<file path="config.mk">
export PLATFORM = sky130hd
export DESIGN_NAME = multicycle_control_unit
export DESIGN_NICKNAME = d
export VERILOG_FILES = /design/src/rtl/rv_ctrl_pkg.sv /design/src/rtl/instr_decoder.sv /design/src/rtl/multicycle_control_unit.sv
export SDC_FILE = /design/constraint.sdc
export NUM_CORES = 1
export LEC_CHECK = 0
export CORE_MARGIN = 1
export CORE_UTILIZATION = 28
export DETAILED_ROUTE_END_ITERATION = 10
export GPL_TIMING_DRIVEN = 0
export PLACE_DENSITY = 0.71
export SLEW_MARGIN = 25
export SYNTH_ARGS = -nofsm -noshare
export SYNTH_HDL_FRONTEND = slang
export SYNTH_HIERARCHICAL = 1
export SYNTH_SLANG_ARGS = --single-unit
export TNS_END_PERCENT = 10
</file>
<file path="constraint.sdc">
create_clock -name clk -period 1.3 [get_ports clk]
set_input_delay 0.26 -clock clk [delete_from_list [all_inputs] [get_ports clk]]
set_output_delay 0.26 -clock clk [all_outputs]
set_load 0.05 [all_outputs]
</file>
<file path="src/rtl/rv_ctrl_pkg.sv">
// Shared types and encodings for the multi-cycle control unit.
package rv_ctrl_pkg;

   typedef enum logic [3:0] {
      FETCH,
      DECODE,
      EXEC_I,
      BRANCH,
      MEM_ADR,
      MEM_RD,
      MEM_WR,
      WB_ALU,
      WB_MEM,
      HALT
   } state_t;

   localparam logic [6:0] OP_IMM    = 7'b0010011;
   localparam logic [6:0] OP_BRANCH = 7'b1100011;
   localparam logic [6:0] OP_LOAD   = 7'b0000011;
   localparam logic [6:0] OP_STORE  = 7'b0100011;

   localparam logic [2:0] F3_ADDI = 3'b000;
   localparam logic [2:0] F3_BEQ  = 3'b000;
   localparam logic [2:0] F3_BNE  = 3'b001;

   localparam logic [2:0] ALU_ADD = 3'b000;
   localparam logic [2:0] ALU_SUB = 3'b001;

   localparam logic [1:0] IMM_I = 2'b00;
   localparam logic [1:0] IMM_B = 2'b01;
   localparam logic [1:0] IMM_S = 2'b10;

endpackage

</file>
<file path="src/rtl/instr_decoder.sv">
// Opcode/funct3 decode: state after DECODE and the ALU/immediate controls
// that stay applied for the whole execution of the instruction.
module instr_decoder
   import rv_ctrl_pkg::*;
#(
   parameter int ALUCTRL_W = 3,
   parameter int IMMSRC_W  = 2
) (
   input  logic [6:0]           opcode,
   input  logic [2:0]           funct3,
   output state_t               next_state,
   output logic [ALUCTRL_W-1:0] aluctrl,
   output logic                 alusrc,
   output logic [IMMSRC_W-1:0]  immsrc
);

   // Per-opcode control decode; unknown opcodes route to HALT.
   always_comb begin
      next_state = HALT;
      aluctrl    = ALUCTRL_W'(ALU_ADD);
      alusrc     = 1'b0;
      immsrc     = IMMSRC_W'(IMM_I);
      case (opcode)
         OP_IMM: begin
            next_state = EXEC_I;
            alusrc     = (funct3 == F3_ADDI);
         end
         OP_BRANCH: begin
            next_state = BRANCH;
            aluctrl    = ALUCTRL_W'(ALU_SUB);
            immsrc     = IMMSRC_W'(IMM_B);
         end
         OP_LOAD: begin
            next_state = MEM_ADR;
            alusrc     = 1'b1;
         end
         OP_STORE: begin
            next_state = MEM_ADR;
            alusrc     = 1'b1;
            immsrc     = IMMSRC_W'(IMM_S);
         end
         default: next_state = HALT;
      endcase
   end

endmodule

</file>
<file path="src/rtl/multicycle_control_unit.sv">
// Multi-cycle control FSM for the reduced RISC-V core (addi/beq/bne/lw/sw)
// sharing one instruction/data memory with a ready handshake.
//
// state   | meaning
// --------+----------------------------------------------------------
// FETCH   | read instruction at PC, latch IR when memory is ready
// DECODE  | pick the execution path from the opcode
// EXEC_I  | immediate ALU operation
// BRANCH  | compare rs1/rs2, conditionally take PC+immB
// MEM_ADR | form load/store address
// MEM_RD  | load data read, wait on memory
// MEM_WR  | store data write, wait on memory, then advance PC
// WB_ALU  | write ALU result, advance PC
// WB_MEM  | write load data, advance PC
// HALT    | unsupported opcode seen, parked until reset
module multicycle_control_unit
   import rv_ctrl_pkg::*;
#(
   parameter int INSTR_LEN = 32,
   parameter int ALUCTRL_W = 3,
   parameter int IMMSRC_W  = 2
) (
   input  logic                 clk,
   input  logic                 rst,
   input  logic [INSTR_LEN-1:0] instr,
   input  logic                 EQ,
   input  logic                 mem_ready,
   output logic                 RegWrite,
   output logic [ALUCTRL_W-1:0] ALUctrl,
   output logic                 ALUsrc,
   output logic [IMMSRC_W-1:0]  Immsrc,
   output logic                 PCsrc,
   output logic                 PCwrite,
   output logic                 IRwrite,
   output logic                 AdrSrc,
   output logic                 MemRead,
   output logic                 MemWrite,
   output logic                 ResultSrc,
   output logic                 illegal
);

   state_t state_q;
   state_t state_d;
   state_t dec_next;

   logic [6:0]           opcode;
   logic [2:0]           funct3;
   logic [ALUCTRL_W-1:0] dec_aluctrl;
   logic                 dec_alusrc;
   logic [IMMSRC_W-1:0]  dec_immsrc;
   logic                 alu_hold;
   logic                 instr_unused;

   assign opcode       = instr[6:0];
   assign funct3       = instr[14:12];
   assign instr_unused = ^{instr[INSTR_LEN-1:15], instr[11:7]};

   instr_decoder #(
      .ALUCTRL_W (ALUCTRL_W),
      .IMMSRC_W  (IMMSRC_W)
   ) u_instr_decoder (
      .opcode     (opcode),
      .funct3     (funct3),
      .next_state (dec_next),
      .aluctrl    (dec_aluctrl),
      .alusrc     (dec_alusrc),
      .immsrc     (dec_immsrc)
   );

   // State register with synchronous reset back to FETCH.
   always_ff @(posedge clk) begin
      if (rst) state_q <= FETCH;
      else     state_q <= state_d;
   end

   // There is no ALUOut register, so the ALU controls must stay applied from
   // the execute step through memory access and writeback.
   assign alu_hold = (state_q inside {EXEC_I, BRANCH, MEM_ADR, MEM_RD, MEM_WR,
                                      WB_ALU, WB_MEM});

   assign ALUctrl = alu_hold ? dec_aluctrl : '0;
   assign ALUsrc  = alu_hold ? dec_alusrc  : 1'b0;
   assign Immsrc  = alu_hold ? dec_immsrc  : '0;

   // HALT is only left through reset, so the state itself is the sticky flag.
   assign illegal = (state_q == HALT);

   // Next-state and strobe generation; reset masks every strobe so an
   // abandoned transaction cannot write anything.
   always_comb begin
      state_d   = state_q;
      RegWrite  = 1'b0;
      PCsrc     = 1'b0;
      PCwrite   = 1'b0;
      IRwrite   = 1'b0;
      AdrSrc    = 1'b0;
      MemRead   = 1'b0;
      MemWrite  = 1'b0;
      ResultSrc = 1'b0;
      case (state_q)
         FETCH: begin
            MemRead = 1'b1;
            if (mem_ready) begin
               IRwrite = 1'b1;
               state_d = DECODE;
            end
         end
         DECODE: state_d = dec_next;
         EXEC_I: state_d = WB_ALU;
         BRANCH: begin
            PCwrite = 1'b1;
            case (funct3)
               F3_BEQ:  PCsrc = EQ;
               F3_BNE:  PCsrc = ~EQ;
               default: PCsrc = 1'b0;
            endcase
            state_d = FETCH;
         end
         MEM_ADR: state_d = (opcode == OP_STORE) ? MEM_WR : MEM_RD;
         MEM_RD: begin
            AdrSrc  = 1'b1;
            MemRead = 1'b1;
            if (mem_ready) state_d = WB_MEM;
         end
         MEM_WR: begin
            AdrSrc   = 1'b1;
            MemWrite = 1'b1;
            if (mem_ready) begin
               PCwrite = 1'b1;
               state_d = FETCH;
            end
         end
         WB_ALU: begin
            RegWrite = 1'b1;
            PCwrite  = 1'b1;
            state_d  = FETCH;
         end
         WB_MEM: begin
            RegWrite  = 1'b1;
            ResultSrc = 1'b1;
            PCwrite   = 1'b1;
            state_d   = FETCH;
         end
         HALT:    state_d = HALT;
         default: state_d = FETCH;
      endcase
      if (rst) begin
         RegWrite = 1'b0;
         MemRead  = 1'b0;
         MemWrite = 1'b0;
         PCwrite  = 1'b0;
         IRwrite  = 1'b0;
      end
   end

endmodule

</file>
==> flow_summary.yaml, run 1 <==
detailed_routing:
  dr.pass1.iters: 4
  drt-wirelength-per-cell_um: 12.8
  avgViaCountPerCell: 4.97
  dr_total_vias: 706
  first_iter_violations: 1
  drc_errors: 0
  ant_nets: 0
  routed_wl_um: 1810
cells_and_area:
  drive_gt1_frac: 0.583
  nNetsFinal: 153
  diodes: 0
  fin_cells: 142
  largest_reg_flops: 4
  biggestRegsByFlops: "state_q (4)"
  area_growth_pct: 90.8
  most-common-layout-cells: "9 x buf_6, 9 x buf_8, 7 x nor2_1"
  top_register: "state_q"
sta:
  layout_setup_ws_ns: -0.356
  post-route-min-period_ns: 1.66
  finalSetupViolCount: 15
  fmax_mhz: 604
  hold_slack_ns: 0.453
  drv_slew: 0
  hold_violations: 0
  min_period_over_period: 1.27
  fin_skew_ns: 0.00286
  rsz0062_at_grt: "true"
clock_network:
  clk_pin_slew_ns: 0.04
  cts-root-buf: "clkbuf_4"
  cts_max_path_buffers: 2
  clock_sinks: 4
  numCtsBuffers: 3
  clk_latency_ns: 0.23
  tritoncts: "built"
  holdBufCountCts: 0
  htreeDepth: 1
setup_path:
  slowest_delay_ns: 0.42
  cp.arrival_ns: 1.40
  r2r_cells: 6
  crit_path_frequent_cell: "buf_6"
  r2r-start: "state_q[1]$_SDFFE_PP0P_"
  path_cells: "buf_6 -> or3_4 -> nor3_4 -> buf_6"
  worstSetupStartpointType: "flip-flop"
  crit_buf_inv: 2
  startpoint: "state_q[3]$_SDFFE_PP0P_"
  ff2ff_setup_slack_ns: -0.14
  worst_setup_path_end_kind: "primary output"
  worstPathRequired_ns: 1.04
  critical-path-top-delay-family: "simple AND/OR/NAND/NOR gates"
  cp_slowest_cell: "or3_4"
  path_class: "flip-flop to primary output"
  crit_fanout: 4
  worst_r2r_endpoint: "state_q[3]$_SDFFE_PP0P_"
floorplan:
  die_width_um: 48.1
  fp.dieH_um: 48.1
  rows: 16
  dieArea_mm2: 0.00232
  io_pins: 51
  initial_core_util: 0.301
  core_area_mm2: 0.00198
run_status:
  violations: "negative setup slack"
  outcome: "complete, but fails checks"
yosys:
  ys_types: 41
  synth-seq-cells: 4
  synth-edff-count: 0
  async_reset_ff_frac: 0
  ys_warn_count: 6
  synth_area_um2: 596
  synthCells: 81
  synthFlopType: "dfxtp_1"
  ys_seq_area_frac: 0.134
  syn_area_per_cell_um2: 7.35
min_path:
  hold_depth: 4
  hold_path_startpoint: "instr[6]"
  hold_class: "input port to flip-flop"
  min_to: "state_q[2]$_SDFFE_PP0P_"
grt:
  grt_use_total: 0.165
  gr-total-overflow: 0
  grt_antenna_before_repair: 0
  grt_pass1_vias: 613
  grt_max_degree: 11
  grt_pass1_wl_um: 2680
power_and_ir_drop:
  power_switching_mw: 0.209
  p_per_area_mw_per_mm2: 496
  cellInternalPower_mw: 0.355
  p_leak_nw: 0.434
  seq_power_share: 0.247
  pwr-share-clk: 0.267
  comb_power_share: 0.486
  vdd_ir_drop_max_uv: 528
  switching_share: 0.370
place:
  port_buffers: 26
  place_ws_ns: -1.51
  hpwl_um: 1250
  place_congestion: 0.778
  place_inst: 135
job:
  cap_violations: 0
worst reg2reg max path, cell delays in order, from the launching register on:
cell and delay [ns]:
dfxtp_2 0.30, buf_6 0.13, nor2_4 0.17, buf_4 0.16, a22oi_2 0.07, a21o_1 0.22, a2111oi_4 0.27
per-layer routing:
metal / track usage / vias up / share of wire / wire [um]
met2: 0.273 / 27 / 0.50 / 908
li1: - / 358 / - / -
met3: 0.0185 / 2 / 0.045 / 82
met4: 0.0667 / 0 / 0.010 / 19
met1: 0.217 / 319 / 0.44 / 803
met5: 0 / - / 0 / 0
per-stage QoR:
step | instance area (um2) | total power, mW | TNS, ns | utilization
3_3_place_gp | 967 | 0.377 | -14.72 | 0.488
3_5_place_dp | 967 | 0.380 | -15.09 | 0.488
6_report | 1140 | 0.563 | -3.97 | 0.573
2_1_floorplan | 673 | 0.290 | -1.96 | -
5_1_grt | 1140 | 0.597 | -4.89 | 0.573
4_1_cts | 1100 | 0.556 | -4.00 | 0.556
area by class of cell:
class	instances	area, um2
Inverter	2	7.51
Buffer	7	77.6
Multi-Input combinational cell	69	592
Timing Repair Buffer	30	313
Clock buffer	3	22.5
Fill cell	176	846
Sequential cell	4	90.1
Tap cell	27	33.8
what timing repair did:
| action | CTS | global route |
|---|---|---|
| setup endpoints to repair | 17 | 16 |
| pin swaps | 12 | 5 |
| setup buffers | 4 | 0 |
| resized for setup | 149 | 6 |
Yosys cell counts, drive strengths merged (2+ instances only):
| master | n | area share |
|---|---|---|
| nor2 | 11 | 0.086 |
| nand2 | 7 | 0.044 |
| and2 | 6 | 0.063 |
| buf | 6 | 0.088 |
| a21oi | 5 | 0.042 |
| and2b | 4 | 0.061 |
| dfxtp | 4 | 0.13 |
| o21ai | 4 | 0.034 |
| nor3 | 3 | 0.025 |
| a211o | 2 | 0.034 |
| a32oi | 2 | 0.029 |
| inv | 2 | 0.013 |
| nor4b | 2 | 0.029 |
worst max path at each step:
stage / cells after the start / slack [ns] / to
2_1_floorplan: 3 / -0.21 / MemRead
3_3_place_gp: 5 / -1.49 / ALUsrc
3_5_place_dp: 5 / -1.51 / ALUsrc
4_1_cts: 4 / -0.36 / MemRead
5_1_grt: 4 / -0.40 / MemRead
6_report: 4 / -0.36 / MemRead
cells by family (layout without fill, tap and decap cells):
logic type | Yosys count | in the layout | share of synthesized area
AOI/OAI and AO/OA | 20 | 20 | 0.263
DFF | 4 | 4 | 0.134
other | 1 | 2 | 0.00630
and+or+nand+nor | 45 | 45 | 0.460
xor gates and xnor gates | 2 | 2 | 0.0294
buffers and inverters | 9 | 42 | 0.107
power groups by stage:
| stage | Combinational [mW] | Sequential [mW] | Clock (mW) |
|---|---|---|---|
| 2_1_floorplan | 0.152 | 0.137 | 0 |
| 6_report | 0.274 | 0.139 | 0.150 |
| 3_3_place_gp | 0.239 | 0.138 | 0 |
| 4_1_cts | 0.259 | 0.139 | 0.159 |
| 3_5_place_dp | 0.241 | 0.139 | 0 |
| 5_1_grt | 0.291 | 0.140 | 0.166 |
No activity file was read; power rests on OpenSTA's default activity.
==> run 2: changes to the inputs <==
- clock period: 1.3 -> 1.5 ns (I/O delays scaled with it)
==> flow_summary.yaml, run 2 (same netlist as run 1, synthesis figures left out) <==
run_status:
  outcome: "complete, but fails checks"
  violations: "negative setup slack"
sta:
  fin_skew_ns: 0.00281
  tns_ns: -1.72
  fmax_mhz: 582
  hold_slack_ns: 0.534
  drv_slew: 0
  layout_setup_ws_ns: -0.219
  post-route-min-period_ns: 1.72
  hold_violations: 0
  min_period_over_period: 1.15
  rsz0062_at_grt: "true"
  finalSetupViolCount: 15
floorplan:
  dieArea_mm2: 0.00232
  fp.dieH_um: 48.1
  core_area_mm2: 0.00198
  die_width_um: 48.1
  io_pins: 51
  initial_core_util: 0.301
  rows: 16
clock_network:
  cts_max_path_buffers: 2
  clk_pin_slew_ns: 0.04
  numCtsBuffers: 3
  htreeDepth: 1
  clk_latency_ns: 0.24
  clock_sinks: 4
  cts-root-buf: "clkbuf_4"
  holdBufCountCts: 0
  tritoncts: "built"
power_and_ir_drop:
  cellInternalPower_mw: 0.311
  vdd_ir_drop_max_uv: 501
  comb_power_share: 0.481
  pwr-share-clk: 0.274
  power_switching_mw: 0.184
  p_per_area_mw_per_mm2: 430
  p_leak_nw: 0.466
  switching_share: 0.371
  seq_power_share: 0.245
detailed_routing:
  drt-wirelength-per-cell_um: 12.8
  routed_wl_um: 1890
  ant_nets: 0
  drc_errors: 0
  first_iter_violations: 8
  dr_total_vias: 737
  dr.pass1.iters: 6
  avgViaCountPerCell: 4.98
grt:
  grt_pass1_wl_um: 2700
  grt_use_total: 0.166
  grt_max_degree: 11
  grt_antenna_before_repair: 0
  grt_pass1_vias: 634
  gr-total-overflow: 0
setup_path:
  crit_path_frequent_cell: "buf_8"
  crit_fanout: 2
  crit_buf_inv: 2
  path_cells: "buf_8 -> or4_4 -> a211oi_2 -> and2_4 -> buf_8"
  cp.arrival_ns: 1.42
  slowest_delay_ns: 0.52
  path_class: "input port to primary output"
  cp_slowest_cell: "or4_4"
  worst_setup_path_end_kind: "primary output"
  critical-path-top-delay-family: "simple AND/OR/NAND/NOR gates"
  worstPathRequired_ns: 1.20
  worstSetupStartpointType: "input port"
cells_and_area:
  drive_gt1_frac: 0.570
  largest_reg_flops: 4
  fin_cells: 148
  top_register: "state_q"
  nNetsFinal: 159
  n_fill_cell: 165
  area_growth_pct: 93.5
  most-common-layout-cells: "12 x buf_6, 12 x buf_4, 8 x dlygate4sd2_1"
  diodes: 0
  fin_util: 0.581
  biggestRegsByFlops: "state_q (4)"
place:
  place_congestion: 0.841
  place_inst: 135
  port_buffers: 26
  place_ws_ns: -1.37
  hpwl_um: 1210
job:
  cap_violations: 0
min_path:
  hold_class: "input port to flip-flop"
run 2: cell types whose count changed in the layout (fill, tap and decap cells not counted), moves of 2 or more:
cell and delta:
a21oi_2 +2, a21oi_4 -2, buf_2 -2, buf_4 +6, buf_6 +3, buf_8 -2, clkdlybuf4s15_1 -2, dlygate4sd2_1 +4
run 2: power groups by stage:
stage                     Combinational [mW]  Sequential, mW  Clock [mW]
after global routing                   0.254           0.121       0.148
after floorplan                        0.127           0.119           0
after detailed placement               0.205           0.120           0
after CTS                              0.228           0.119       0.142
final                                  0.238           0.121       0.136
after global placement                 0.202           0.120           0
run 2: routing by layer:
layer  wire length [um]  up-vias  GRT usage  part of all wire
met4                  0        0          0                 0
met1                809      345      0.198              0.43
li1                   -      373          -                 -
met5                  0        -          0                 0
met3                 77        0     0.0444             0.041
met2                999       19      0.314              0.53
run 2: worst paths after layout:
path                            from                      end  slack (ns)  depth (start not counted)
max reg2reg  state_q[1]$_SDFFE_PP0P_  state_q[3]$_SDFFE_PP0P_        0.01                          7
max                         instr[5]                   ALUsrc       -0.22                          5
min                        mem_ready  state_q[0]$_SDFFE_PP0P_        0.53                          2
min reg2reg  state_q[2]$_SDFFE_PP0P_  state_q[3]$_SDFFE_PP0P_        0.61                          2
run 2: stage by stage:
stage	cell area (um2)	power [mW]
6_report	1150	0.495
5_1_grt	1150	0.523
4_1_cts	1110	0.490
3_5_place_dp	938	0.325
3_3_place_gp	938	0.322
2_1_floorplan	644	0.246
run 2: repair_timing:
action                     in CTS  in global routing
gates resized for setup       139                  6
gates cloned                    0                  0
setup endpoints to repair      16                 16
pin swaps                      10                  6
setup buffers                  10                  1
hold endpoints to repair        0                  0
run 2: area by class of cell:
class | instances | area [um2] | share of cell area
multi-input combinational | 69 | 569 | 0.494
inverter | 2 | 7.51 | 0.00651
sequential | 4 | 88.8 | 0.0771
buffer | 6 | 63.8 | 0.0554
timing repair buffer | 37 | 367 | 0.318
tap | 27 | 33.8 | 0.0293
clock buffer | 3 | 22.5 | 0.0195
==> run 3: changes to the inputs <==
- ABC_AREA: not set -> 1
- CELL_PAD_IN_SITES_DETAIL_PLACEMENT: not set -> 1
- CELL_PAD_IN_SITES_GLOBAL_PLACEMENT: not set -> 2
- CORE_UTILIZATION: 28 -> 15
- PLACE_DENSITY: 0.71 -> 0.78
- clock period: 1.5 -> 2 ns (I/O delays scaled with it)
==> flow_summary.yaml, run 3 <==
yosys:
  syn_area_per_cell_um2: 5.65
  yosys.area.top_type: "dfxtp_1"
  yosys-top-cells-area: "dfxtp_1 12%, nand2_1 11%, inv_1 10%"
  yosysTopAreaCellShare: 0.121
  synthCells: 117
  synth_area_um2: 661
  synthTopCellsByCount: "20 x nand2_1, 18 x inv_1, 18 x nor2_1"
  yosysMostFrequentCell: "nand2_1"
  ys_warn_count: 6
  ys_seq_area_frac: 0.121
  synth-seq-cells: 4
  synthFlopType: "dfxtp_1"
  async_reset_ff_frac: 0
  synth-edff-count: 0
  ys_types: 23
floorplan:
  initial_core_util: 0.161
  rows: 23
  fp.dieH_um: 68.4
  dieArea_mm2: 0.00467
  io_pins: 51
  die_width_um: 68.4
  core_area_mm2: 0.00412
clock_network:
  htreeDepth: 1
  clock_sinks: 4
  numCtsBuffers: 3
  cts_max_path_buffers: 2
  tritoncts: "built"
  clk_latency_ns: 0.22
  clk_pin_slew_ns: 0.03
  holdBufCountCts: 0
  cts-root-buf: "clkbuf_8"
detailed_routing:
  top_layer_used: "met4"
  m1WireLength_um: 850
  first_iter_violations: 19
  dr_wl_met2_um: 980
  dr.pass1.iters: 4
  routed-wl-met3_um: 72
  routed_wl_um: 1920
  ant_nets: 0
  dr_total_vias: 758
  drt-wirelength-per-cell_um: 9.79
  drc_errors: 0
  avgViaCountPerCell: 3.87
setup_path:
  ff2ff_setup_slack_ns: 0.81
  slowest_delay_ns: 0.48
  path_cells: "clkdlybuf4s50_1 -> nor2_2 -> nand2_2 -> nor2_4 -> nand2_1 -> nand2_1 -> inv_1 -> nor2_2 -> buf_6"
  cp_slowest_cell: "clkdlybuf4s50_1"
  crit_fanout: 4
  worst_setup_path_end_kind: "primary output"
  worstSetupStartpointType: "input port"
  startpoint: "instr[5]"
  worstPathRequired_ns: 1.60
  path_class: "input port to primary output"
  cp.arrival_ns: 1.65
  r2r-start: "state_q[1]$_SDFFE_PP0P_"
power_and_ir_drop:
  switching_share: 0.403
  vdd_ir_drop_max_uv: 111
  totalPowerFinal_mw: 0.482
  cellInternalPower_mw: 0.287
  power_switching_mw: 0.194
  pwr-share-clk: 0.354
  seq_power_share: 0.195
  p_leak_nw: 0.484
  p_per_area_mw_per_mm2: 490
  comb_power_share: 0.451
run_status:
  outcome: "complete, but fails checks"
  violations: "negative setup slack"
place:
  place_congestion: 0.806
  hpwl_um: 1680
  dpl-instance-area_um2: 982
  place_inst: 193
  port_buffers: 25
  place_ws_ns: -0.681
min_path:
  hold_path_startpoint: "state_q[2]$_SDFFE_PP0P_"
  hold_class: "flip-flop to flip-flop"
cells_and_area:
  largest_reg_flops: 4
  drive_gt1_frac: 0.349
  biggestRegsByFlops: "state_q (4)"
  finish.instance_area_um2: 982
  area_growth_pct: 48.7
  top_register: "state_q"
  most-common-layout-cells: "20 x nand2_1, 18 x inv_1, 17 x nor2_1"
  fin_util: 0.239
  diodes: 0
  final_common_cell: "nand2_1"
  nNetsFinal: 184
  fin_cells: 196
grt:
  grt_antenna_before_repair: 0
  grt_pass1_wl_um: 3110
  grt_max_degree: 10
  grt_pass1_vias: 764
  grt_use_total: 0.0865
  gr-total-overflow: 0
sta:
  worstMarginPinSlew_ns: 0.881
  tns_ns: -0.0531
  fin_skew_ns: 0.00215
  hold_slack_ns: 0.574
  min_period_over_period: 1.03
  layout_setup_ws_ns: -0.0531
  finalSetupViolCount: 1
  post-route-min-period_ns: 2.05
  hold_violations: 0
  slew_headroom: 0.410
  drv_slew: 0
  fmax_mhz: 487
  rsz0062_at_grt: "true"
job:
  cap_violations: 0
-- run 3: cells by family after synthesis --
logic type                after synthesis  share of synthesized area
AOI/OAI and AO/OA                      13                      0.114
other                                   1                    0.00568
buffers and inverters                  29                      0.176
and+or+nand+nor                        69                      0.570
xor gates and xnor gates                1                     0.0133
DFF                                     4                      0.121
-- run 3: worst paths after layout --
path | end | cells after the start
worst max-delay path | ALUsrc | 9
worst min-delay path | state_q[2]$_SDFFE_PP0P_ | 2
worst max register to register | state_q[3]$_SDFFE_PP0P_ | 6
worst min register to register | state_q[2]$_SDFFE_PP0P_ | 2
-- run 3: repair_timing --
action                                  CTS  global route
resized for setup                        41            24
buffers inserted                          0             0
endpoints found under the setup margin   13            12
-- run 3: area by class of cell --
| type | count | area [um2] |
|---|---|---|
| flip-flops and latches | 4 | 80.1 |
| repair buffers | 25 | 206 |
| fillers | 547 | 3130 |
| plain buffers | 3 | 18.8 |
| inverters | 26 | 97.6 |
| clock buffers | 3 | 41.3 |
| well taps | 50 | 62.6 |
| multi-input cells | 85 | 475 |
-- run 3: routing by layer --
metal  track usage  vias up
li1              -      408
met1        0.0999      332
met2         0.168       16
met3       0.00500        2
met4        0.0234        0
met5             0        -
-- run 3: critical path: cells and delay by family --
kind                   cells  cell delay (ns)
AND/OR/NAND/NOR            6             0.56
buffers and inverters      3             0.68
-- run 3: power groups by stage --
| stage | sequential (mW) | combinational, mW | clock (mW) |
|---|---|---|---|
| 6_report | 0.0940 | 0.217 | 0.170 |
| 5_1_grt | 0.0949 | 0.239 | 0.182 |
| 4_1_cts | 0.0940 | 0.225 | 0.176 |
| 3_5_place_dp | 0.0951 | 0.229 | 0 |
| 3_3_place_gp | 0.0945 | 0.224 | 0 |
| 2_1_floorplan | 0.0934 | 0.156 | 0 |
